### config.mk
export PLATFORM = sky130hd
export DESIGN_NAME = tone_sequencer
export DESIGN_NICKNAME = d
export VERILOG_FILES = /design/src/rtl/tone_sequencer.sv
export SDC_FILE = /design/constraint.sdc
export NUM_CORES = 1
export LEC_CHECK = 0
export CAP_MARGIN = 25
export CORE_MARGIN = 1.5
export CORE_UTILIZATION = 35
export CTS_BUF_LIST = sky130_fd_sc_hd__clkbuf_8 sky130_fd_sc_hd__clkbuf_16
export DETAILED_ROUTE_END_ITERATION = 8
export GPL_TIMING_DRIVEN = 0
export PLACE_DENSITY = 0.46
export SLEW_MARGIN = 20
export SYNTH_ARGS = -nofsm -noshare
export SYNTH_HDL_FRONTEND = slang
export SYNTH_SLANG_ARGS = --single-unit
### constraint.sdc
create_clock -name clk -period 5.22 [get_ports clk]
set_input_delay 1.044 -clock clk [delete_from_list [all_inputs] [get_ports clk]]
set_output_delay 1.044 -clock clk [all_outputs]
set_load 0.01 [all_outputs]
### src/rtl/tone_sequencer.sv
// tone_sequencer
//
// Plays a short multi-note cue on a square-wave output for each vend or
// error event. Vend cues rise in pitch (base, 1.25x, 1.5x, 1.75x). Error
// cues repeat a single low note. Events are buffered in a small FIFO, so
// back-to-back requests queue up instead of cutting each other off.
//
// Ports:
//   clk          system clock
//   rst          synchronous active-high reset
//   vend_event   one-cycle pulse, vend completed (item in item_select)
//   error_event  one-cycle pulse, error cue request
//   item_select  item number for vend_event, sampled in the same cycle
//   audio_out    square-wave audio, low whenever no note is sounding
//   busy         FIFO non-empty or a cue in progress
//   queue_full   FIFO holds QUEUE_DEPTH entries
//   dropped      one-cycle pulse, an event was discarded
//
// Optional feature (macro ERROR_PREEMPT_EN):
//   When defined, error_event flushes the FIFO, aborts any cue in progress
//   and starts an error cue on the next edge. When undefined, an error is
//   queued like any other cue.

module tone_sequencer #(
    parameter int CLOCK_HZ      = 100_000_000,
    parameter int ITEM0_FREQ_HZ = 800,
    parameter int ITEM1_FREQ_HZ = 1000,
    parameter int ITEM2_FREQ_HZ = 1200,
    parameter int ITEM3_FREQ_HZ = 1400,
    parameter int ERROR_FREQ_HZ = 300,
    parameter int NOTES_PER_CUE = 3,
    parameter int NOTE_MS       = 100,
    parameter int GAP_MS        = 20,
    parameter int QUEUE_DEPTH   = 4,
    parameter int DIV_W         = 20
) (
    input  logic       clk,
    input  logic       rst,
    input  logic       vend_event,
    input  logic       error_event,
    input  logic [1:0] item_select,
    output logic       audio_out,
    output logic       busy,
    output logic       queue_full,
    output logic       dropped
);

    localparam int CYC_PER_MS = CLOCK_HZ / 1000;
    localparam int NOTE_CYC   = CYC_PER_MS * NOTE_MS;
    localparam int GAP_CYC    = CYC_PER_MS * GAP_MS;
    localparam int MAX_CYC    = (NOTE_CYC > GAP_CYC) ? NOTE_CYC : GAP_CYC;
    localparam int TMR_W      = $clog2(MAX_CYC + 1);
    localparam int PTR_W      = $clog2(QUEUE_DEPTH);
    localparam int CNT_W      = PTR_W + 1;
    localparam bit HAS_GAP    = (GAP_CYC != 0);

    // Half-period in clock cycles for cue code (0..3 vend, 4 error) and note n.
    // Vend notes are base*(4+n)/4, folded into one integer division so the
    // fractional frequency never has to be represented.
    function automatic longint calc_half(input int code, input int n);
        longint base;
        longint result;
        case (code)
            0:       base = longint'(ITEM0_FREQ_HZ);
            1:       base = longint'(ITEM1_FREQ_HZ);
            2:       base = longint'(ITEM2_FREQ_HZ);
            3:       base = longint'(ITEM3_FREQ_HZ);
            default: base = longint'(ERROR_FREQ_HZ);
        endcase
        if (code >= 4)
            result = longint'(CLOCK_HZ) / (longint'(2) * base);
        else
            result = (longint'(2) * longint'(CLOCK_HZ)) / (base * longint'(4 + n));
        return result;
    endfunction

    // Table is 32 entries wide so any {code, note_idx} index stays in range;
    // entries 20..31 are never selected.
    function automatic logic [32*DIV_W-1:0] build_table();
        logic [32*DIV_W-1:0] t;
        t = '0;
        for (int c = 0; c < 5; c++)
            for (int n = 0; n < 4; n++)
                t[(c*4+n)*DIV_W +: DIV_W] = DIV_W'(calc_half(c, n));
        return t;
    endfunction

    function automatic bit halves_ok();
        bit     ok;
        longint h;
        ok = 1'b1;
        for (int c = 0; c < 5; c++)
            for (int n = 0; n < 4; n++) begin
                h = calc_half(c, n);
                if (h == 0 || h >= (longint'(1) << DIV_W))
                    ok = 1'b0;
            end
        return ok;
    endfunction

    localparam logic [32*DIV_W-1:0] HALF_TABLE = build_table();

    generate
        if (!halves_ok()) begin : g_bad_half
            $error("tone_sequencer: a half-period is zero or does not fit in DIV_W bits");
        end
        if (NOTES_PER_CUE < 1 || NOTES_PER_CUE > 4) begin : g_bad_notes
            $error("tone_sequencer: NOTES_PER_CUE must be 1..4");
        end
        if (QUEUE_DEPTH < 2 || QUEUE_DEPTH > 16 || (1 << PTR_W) != QUEUE_DEPTH) begin : g_bad_depth
            $error("tone_sequencer: QUEUE_DEPTH must be a power of two in 2..16");
        end
        if (NOTE_CYC < 1) begin : g_bad_note_len
            $error("tone_sequencer: NOTE_MS must give at least one cycle");
        end
    endgenerate

    typedef enum logic [1:0] {
        IDLE,
        NOTE,
        GAP
    } state_t;

    state_t state;
    state_t next_state;

    logic [2:0]       fifo_mem [QUEUE_DEPTH];
    logic [PTR_W-1:0] rd_ptr;
    logic [PTR_W-1:0] wr_ptr;
    logic [CNT_W-1:0] count;
    logic             fifo_empty;
    logic             fifo_full;
    logic [2:0]       head_code;

    logic             preempt;
    logic             wr_req;
    logic             wr_en;
    logic [2:0]       wr_code;
    logic             drop_now;

    logic             pop;
    logic             start_cue;
    logic [2:0]       start_code;
    logic             next_note;
    logic             start_gap;

    logic [2:0]       cue_code;
    logic [1:0]       note_idx;
    logic [TMR_W-1:0] timer;
    logic [DIV_W-1:0] div_cnt;
    logic [DIV_W-1:0] half;
    logic [4:0]       half_idx;
    logic             sq;
    logic             timer_done;
    logic             last_note;

`ifdef ERROR_PREEMPT_EN
    assign preempt = error_event;
`else
    assign preempt = 1'b0;
`endif

    assign fifo_empty = (count == '0);
    assign fifo_full  = (count == CNT_W'(QUEUE_DEPTH));
    assign head_code  = fifo_mem[rd_ptr];
    assign timer_done = (timer == TMR_W'(1));
    assign last_note  = (note_idx == 2'(NOTES_PER_CUE - 1));
    assign half_idx   = {cue_code, note_idx};
    assign half       = HALF_TABLE[half_idx * DIV_W +: DIV_W];

    // Error wins over a simultaneous vend; a preempting error bypasses the
    // FIFO entirely. A full FIFO still accepts a write when the head is
    // being popped in the same cycle.
    always_comb begin
        wr_code  = error_event ? 3'd4 : {1'b0, item_select};
        wr_req   = (vend_event | error_event) & ~preempt;
        wr_en    = wr_req & (~fifo_full | pop);
        drop_now = (vend_event & error_event) | (wr_req & ~wr_en);
    end

    always_ff @(posedge clk) begin
        if (wr_en)
            fifo_mem[wr_ptr] <= wr_code;
    end

    always_ff @(posedge clk) begin
        if (rst || preempt) begin
            rd_ptr <= '0;
            wr_ptr <= '0;
            count  <= '0;
        end else begin
            if (wr_en)
                wr_ptr <= wr_ptr + PTR_W'(1);
            if (pop)
                rd_ptr <= rd_ptr + PTR_W'(1);
            case ({wr_en, pop})
                2'b10:   count <= count + CNT_W'(1);
                2'b01:   count <= count - CNT_W'(1);
                default: count <= count;
            endcase
        end
    end

    always_ff @(posedge clk) begin
        if (rst)
            dropped <= 1'b0;
        else
            dropped <= drop_now;
    end

    // FSM state register.
    always_ff @(posedge clk) begin
        if (rst)
            state <= IDLE;
        else
            state <= next_state;
    end

    // FSM next-state logic. With no gap configured, a finished note goes
    // straight to the next note (or IDLE) without visiting GAP.
    always_comb begin
        next_state = state;
        pop        = 1'b0;
        start_cue  = 1'b0;
        start_code = head_code;
        next_note  = 1'b0;
        start_gap  = 1'b0;
        case (state)
            IDLE: begin
                if (!fifo_empty) begin
                    pop        = 1'b1;
                    start_cue  = 1'b1;
                    next_state = NOTE;
                end
            end
            NOTE: begin
                if (timer_done) begin
                    if (HAS_GAP) begin
                        start_gap  = 1'b1;
                        next_state = GAP;
                    end else if (!last_note) begin
                        next_note  = 1'b1;
                        next_state = NOTE;
                    end else begin
                        next_state = IDLE;
                    end
                end
            end
            GAP: begin
                if (timer_done) begin
                    if (!last_note) begin
                        next_note  = 1'b1;
                        next_state = NOTE;
                    end else begin
                        next_state = IDLE;
                    end
                end
            end
            default: next_state = IDLE;
        endcase
        if (preempt) begin
            pop        = 1'b0;
            start_cue  = 1'b1;
            start_code = 3'd4;
            next_note  = 1'b0;
            start_gap  = 1'b0;
            next_state = NOTE;
        end
    end

    // Note timer, divider and square-wave phase. Every note starts with the
    // phase low and the divider cleared, so the first rise lands exactly
    // HALF cycles after the note begins.
    always_ff @(posedge clk) begin
        if (rst) begin
            cue_code <= '0;
            note_idx <= '0;
            timer    <= '0;
            div_cnt  <= '0;
            sq       <= 1'b0;
        end else if (start_cue) begin
            cue_code <= start_code;
            note_idx <= '0;
            timer    <= TMR_W'(NOTE_CYC);
            div_cnt  <= '0;
            sq       <= 1'b0;
        end else if (next_note) begin
            note_idx <= note_idx + 2'd1;
            timer    <= TMR_W'(NOTE_CYC);
            div_cnt  <= '0;
            sq       <= 1'b0;
        end else if (start_gap) begin
            timer    <= TMR_W'(GAP_CYC);
            div_cnt  <= '0;
            sq       <= 1'b0;
        end else if (state == NOTE) begin
            timer <= timer - TMR_W'(1);
            if (div_cnt == half - DIV_W'(1)) begin
                div_cnt <= '0;
                sq      <= ~sq;
            end else begin
                div_cnt <= div_cnt + DIV_W'(1);
            end
        end else if (state == GAP) begin
            timer <= timer - TMR_W'(1);
        end
    end

    // FSM outputs. Gating with the state guarantees silence in IDLE and GAP.
    always_comb begin
        audio_out  = (state == NOTE) & sq;
        busy       = ~fifo_empty | (state != IDLE);
        queue_full = fifo_full;
    end

endmodule

# --- Word level (Yosys, flattened, before mapping) ---
# Memory sizes are Yosys's and may differ from the RTL's. A register that Yosys moved wholly into a read port is not among the register bits.
# Index checks and enable logic that the tools add are counted.
word_totals:
  word_cells: 79
  ram_bits: 12
  mem_count: 1
  register_bits: 57
  output_inout_bits: 4
mem_list:
  columns: ["memory", "depth", "word_bits", "rd", "rd_clocked_by_memory_dff", "wr", "line_no", "rtl"]
  rows:
  - ["fifo_mem", 4, 3, 1, 1, 1, "127", "logic [2:0] fifo_mem [QUEUE_DEPTH];"]
op_classes:
  add_sub_neg: 8
  mul: 1
  n_shift: 1
  eq_ne: 11
  bitwise_logic: 12
  n_mux: 22
  n_reduce_logical: 12
ops:
  columns: ["op", "n"]
  rows:
  - ["indexed part select 640 x 11 -> 20 bit (first input constant)", 1]
  - ["two-way mux 24 bit", 5]
  - ["== test 24 x 1 -> 1 bit (second input constant)", 1]
  - ["subtractor 24 x 1 -> 24 bit (second input constant)", 1]
  - ["adder 20 x 1 -> 20 bit (second input constant)", 1]
  - ["== test 20 bit", 1]
  - ["two-way mux 20 bit", 1]
  - ["subtractor 20 x 1 -> 20 bit (second input constant)", 1]
  - ["two-way mux 1 bit", 10]
  - ["multiplier 5 x 3 -> 8 bit (second input constant)", 1]
  - ["adder 2 x 1 -> 2 bit (second input constant)", 3]
  - ["== test 2 bit (second input constant)", 3]
  - ["two-way mux 2 bit", 3]
  - ["!= test 2 bit (second input constant)", 3]
  - ["one-hot mux 2 bit (3 select lines)", 1]
  - ["one-hot mux 3 bit (2 select lines)", 1]
  - ["nonzero test 2 bit", 3]
  - ["nonzero test 5 bit", 1]
  - ["bitwise AND 1 bit", 4]
  - ["== test 2 x 1 -> 1 bit (second input constant)", 2]
  - ["NOT 1 bit", 4]
  - ["OR 1 bit", 4]
  - ["OR reduction 4 bit", 1]
  - ["adder 3 x 1 -> 3 bit (second input constant)", 1]
  - ["10 further kinds", 10]

# --- Depth between registers and ports, before layout ---
depth:
  word_depth: 8
  depth_mapped: 16

# --- Worst setup path after synthesis ---
# No wires, ideal clock.
synth_timing:
  path_type: "flip-flop to flip-flop"
  from: "register note_idx[1]"
  to: "register div_cnt[11]"
  arrival_ps: 3707
  setup_slack_ps: 1377
  stages_incl_launch_ff: 17
  required_ps: 5084
  synth_period_minus_slack_ps: 3843
  setup_time_ps: 136
  path_cell_list: "dfxtp_1 buf_2 inv_1 ha_1 and2_1 nor2_1 a211oi_1 inv_1 ha_1 xor2_1 o21ai_0 a2111oi_1 nand4b_1 or4b_4 nor4b_4 buf_6 nor3_2"
synth_via:
  elab_chain_len: 5
  word_cells_on_any_way: 10
synth_rtl:
  columns: ["element", "line_no", "rtl"]
  rows:
  - ["start, declared", "148", "logic [1:0] note_idx;"]
  - ["start signal, assigned", "288", "note_idx <= note_idx + 2'd1;"]
  - ["multiplier 5 x 3 -> 8 bit or == test 2 bit (tied branches)", "169, 167", null]
  - ["indexed part select 640 x 11 -> 20 bit or two-way mux 1 bit (tied branches)", "169, 251", null]
  - ["subtractor 20 x 1 -> 20 bit or two-way mux 1 bit (tied branches)", "298, 250", null]
  - ["== test 20 bit or two-way mux 1 bit (tied branches)", null, null]
  - ["two-way mux 20 bit or OR reduction 4 bit (tied branches)", null, null]
  - ["end signal, assigned", "302", "div_cnt <= div_cnt + DIV_W'(1);"]
  - ["end, declared", "150", "logic [DIV_W-1:0] div_cnt;"]
# Several ways; a longest one is shown, not always the timed one.
# A chain may end at the register's enable or synchronous reset.

# --- Final worst setup path ---
layout_timing:
  from: "register note_idx[1]"
  to: "register div_cnt[13]"
# Same word-level chain as after synthesis.

==> reports/results.ini <==
[outcome]
outcome = finished, final reports clean

[sta]
max_slew.worst_pin.slew_ps = 909
hold_viol = 0
slew_violations = 0
setup_viol = 0
finalCriticalPeriod_ps = 4670
finalClockSkew_ps = 4.03
timing.fmax_mhz = 214
finalSetupTns_ps = 0
relSlewSlack_pct = 38.8
rsz0062_at_grt = false
fin_crit_sh_pct = 89.4

[place]
gp_congestion = 0.893
dp.cells = 720
hpwl_mm = 8.82
portBuffers = 8

[floorplanning]
initial_utilization_pct = 35.8
pin_count = 10
die_h_um = 119
rows = 42
fp.dieW_um = 119
core-area_um2 = 13200
dieArea_um2 = 14200

[setup_path]
worst_ep_required_time_ps = 5420
crit_fanout = 10
end_kind = register
crit_type = reg2reg
cp-start-kind = register
worstPathArrival_ps = 4870

[clock_network]
path_clk_slew_ps = 60
cts_setup_buffers = 0
clockBufferDepth = 2
holdBufCountCts = 0
clockRootBuffer = clkbuf_16
cts_buffers = 9
cts_sinks = 72
cts_resized = 0
htree_levels = 3
clk_latency_ps = 340
tritoncts = built

[route]
first_iter_violations = 143
drc = 0
wl_mm = 11.6
drt-pass1-iter-count = 4
vias_per_cell = 5.18
wire_per_inst_um = 15.8
vias = 3814
postRouteAntennaNets = 0

[power]
p_leak_nw = 1.88
power.density_nw_per_um2 = 556
vdd_drop_max_mv = 0.278
power_w = 0.00295

[global_route]
grt_max_degree = 13
antenna_found_initial = 0
grt_pass1_wl_mm = 19.6
grt_pass1_vias = 3783
gr-total-overflow = 0
grt_use_total_pct = 17.5

[hold_path]
hold_class = reg2reg

[run]
cap_violations = 0

[layout]
num_antenna_cells = 0
drive_gt1_share_pct = 9.64
final_common_cell = dfxtp_1
fin_cells = 736
finalNetCount = 581
fill_cells = 1378
final_cell_mix = dfxtp_1 (60), nor2_1 (58), xnor2_1 (39)
syn2layout_area_growth_pct = 12.5

[synth]
synth-seq-cells = 72
synthFlopType = dfxtp_1
synth_seq_area_share_pct = 33.1
syn_inst = 536
synth_edf_count = 12
avgSynthCellArea_um2 = 8.80
synthArstFlopShare_pct = 0
yosys_warnings = 0
syn-cell-area_um2 = 4720
syn_nets = 562
yosys.cell_types.count = 71

-- synthesized netlist by cell type (10+ instances only) --
cell / number / area [um^2]
a21oi_1: 21 / 105
clkbuf_1: 15 / 56.3
dfxtp_1: 60 / 1200
edfxtp_1: 12 / 360
ha_1: 19 / 238
inv_1: 21 / 78.8
mux2i_1: 13 / 130
nand2_1: 33 / 124
nand2b_1: 11 / 68.8
nand3_1: 16 / 80.1
nand4_1: 11 / 68.8
nor2_1: 58 / 218
nor3_1: 26 / 130
nor3_2: 10 / 100
nor4_1: 11 / 68.8
o21ai_0: 13 / 65.1
xnor2_1: 39 / 342
xor2_1: 26 / 228
-- where the power goes --
part	switching (W)	internal (W)
combinational	0.000926	0.000661
clock	0.000232	0.000357
sequential	0.0000951	0.000676
total	0.00125	0.00169
-- state kept, by name, indices dropped and copies added, names as in the netlist --
register and flops:
count 3, wr_ptr 2, dropped 1, div_cnt 20, state 2, sq 1
cue_code 3, note_idx 2, rd_ptr 2, timer 24, fifo_mem 12
-- layer usage --
layer  share of wire, %  GRT usage (%)  vias to the layer above
met4                1.8           5.80                        0
li1                   -              -                     1950
met5                  0              0                        -
met2                 47           28.5                       60
met3                3.4           3.88                       12
met1                 48           23.0                     1792
-- kinds of logic (layout without fill, tap and decap cells) --
kind of cell / Yosys count / after routing / share of synthesized area [%]
AND/OR/NAND/NOR: 241 / 241 / 29.4
adder cells (fa/ha/maj): 20 / 20 / 5.46
AO/OA/AOI/OAI: 73 / 73 / 10.8
buffers and inverters: 47 / 71 / 4.51
XOR/XNOR: 65 / 65 / 12.1
multiplexers: 18 / 18 / 4.67
flip-flops: 72 / 72 / 33.1
-- worst paths after layout --
check,from,endpoint,depth (start not counted),slack (ps)
worst max register to register,note_idx[1],div_cnt[13],16,550
worst min register to register,state[0],state[0],2,500
worst min-delay path,state[0],state[0],2,500
worst max-delay path,note_idx[1],div_cnt[13],16,550
-- per-stage QoR --
| stage | instance area (um^2) | hold WS (ps) | worst slack [ps] | util (%) |
|---|---|---|---|---|
| after global routing | 5310 | 536 | 110 | 40.2 |
| final | 5310 | 501 | 554 | 40.2 |
| after global placement | 5020 | 480 | 515 | 38.0 |
| after CTS | 5310 | 501 | 511 | 40.2 |
| after detailed placement | 5020 | 493 | 528 | 38.0 |
| after floorplan | 4720 | 466 | 1380 | - |
-- area by class of cell --
class	instances	area, um^2	share of cell area (%)
plain buffers	26	134	2.52
clock buffers	12	267	5.02
clock inverters	4	21.3	0.401
inverters	21	78.8	1.49
multi-input cells	417	2940	55.5
flip-flops and latches	72	1560	29.4
well taps	176	220	4.15
repair buffers	8	80.1	1.51
-- worst max-delay path, cell delays in order, from the launching register on --
cell and delay (ps):
dfxtp_1 340, buf_2 210, inv_1 150, ha_1 280
and2_1 190, nor2_1 50, a211oi_1 540, inv_1 110
ha_1 320, xor2_1 140, o21ai_0 120, a2111oi_1 460
nand4b_1 150, or4b_4 570, nor4b_4 590, buf_6 260
nor3_2 60
(Power assumes the default switching activity.)
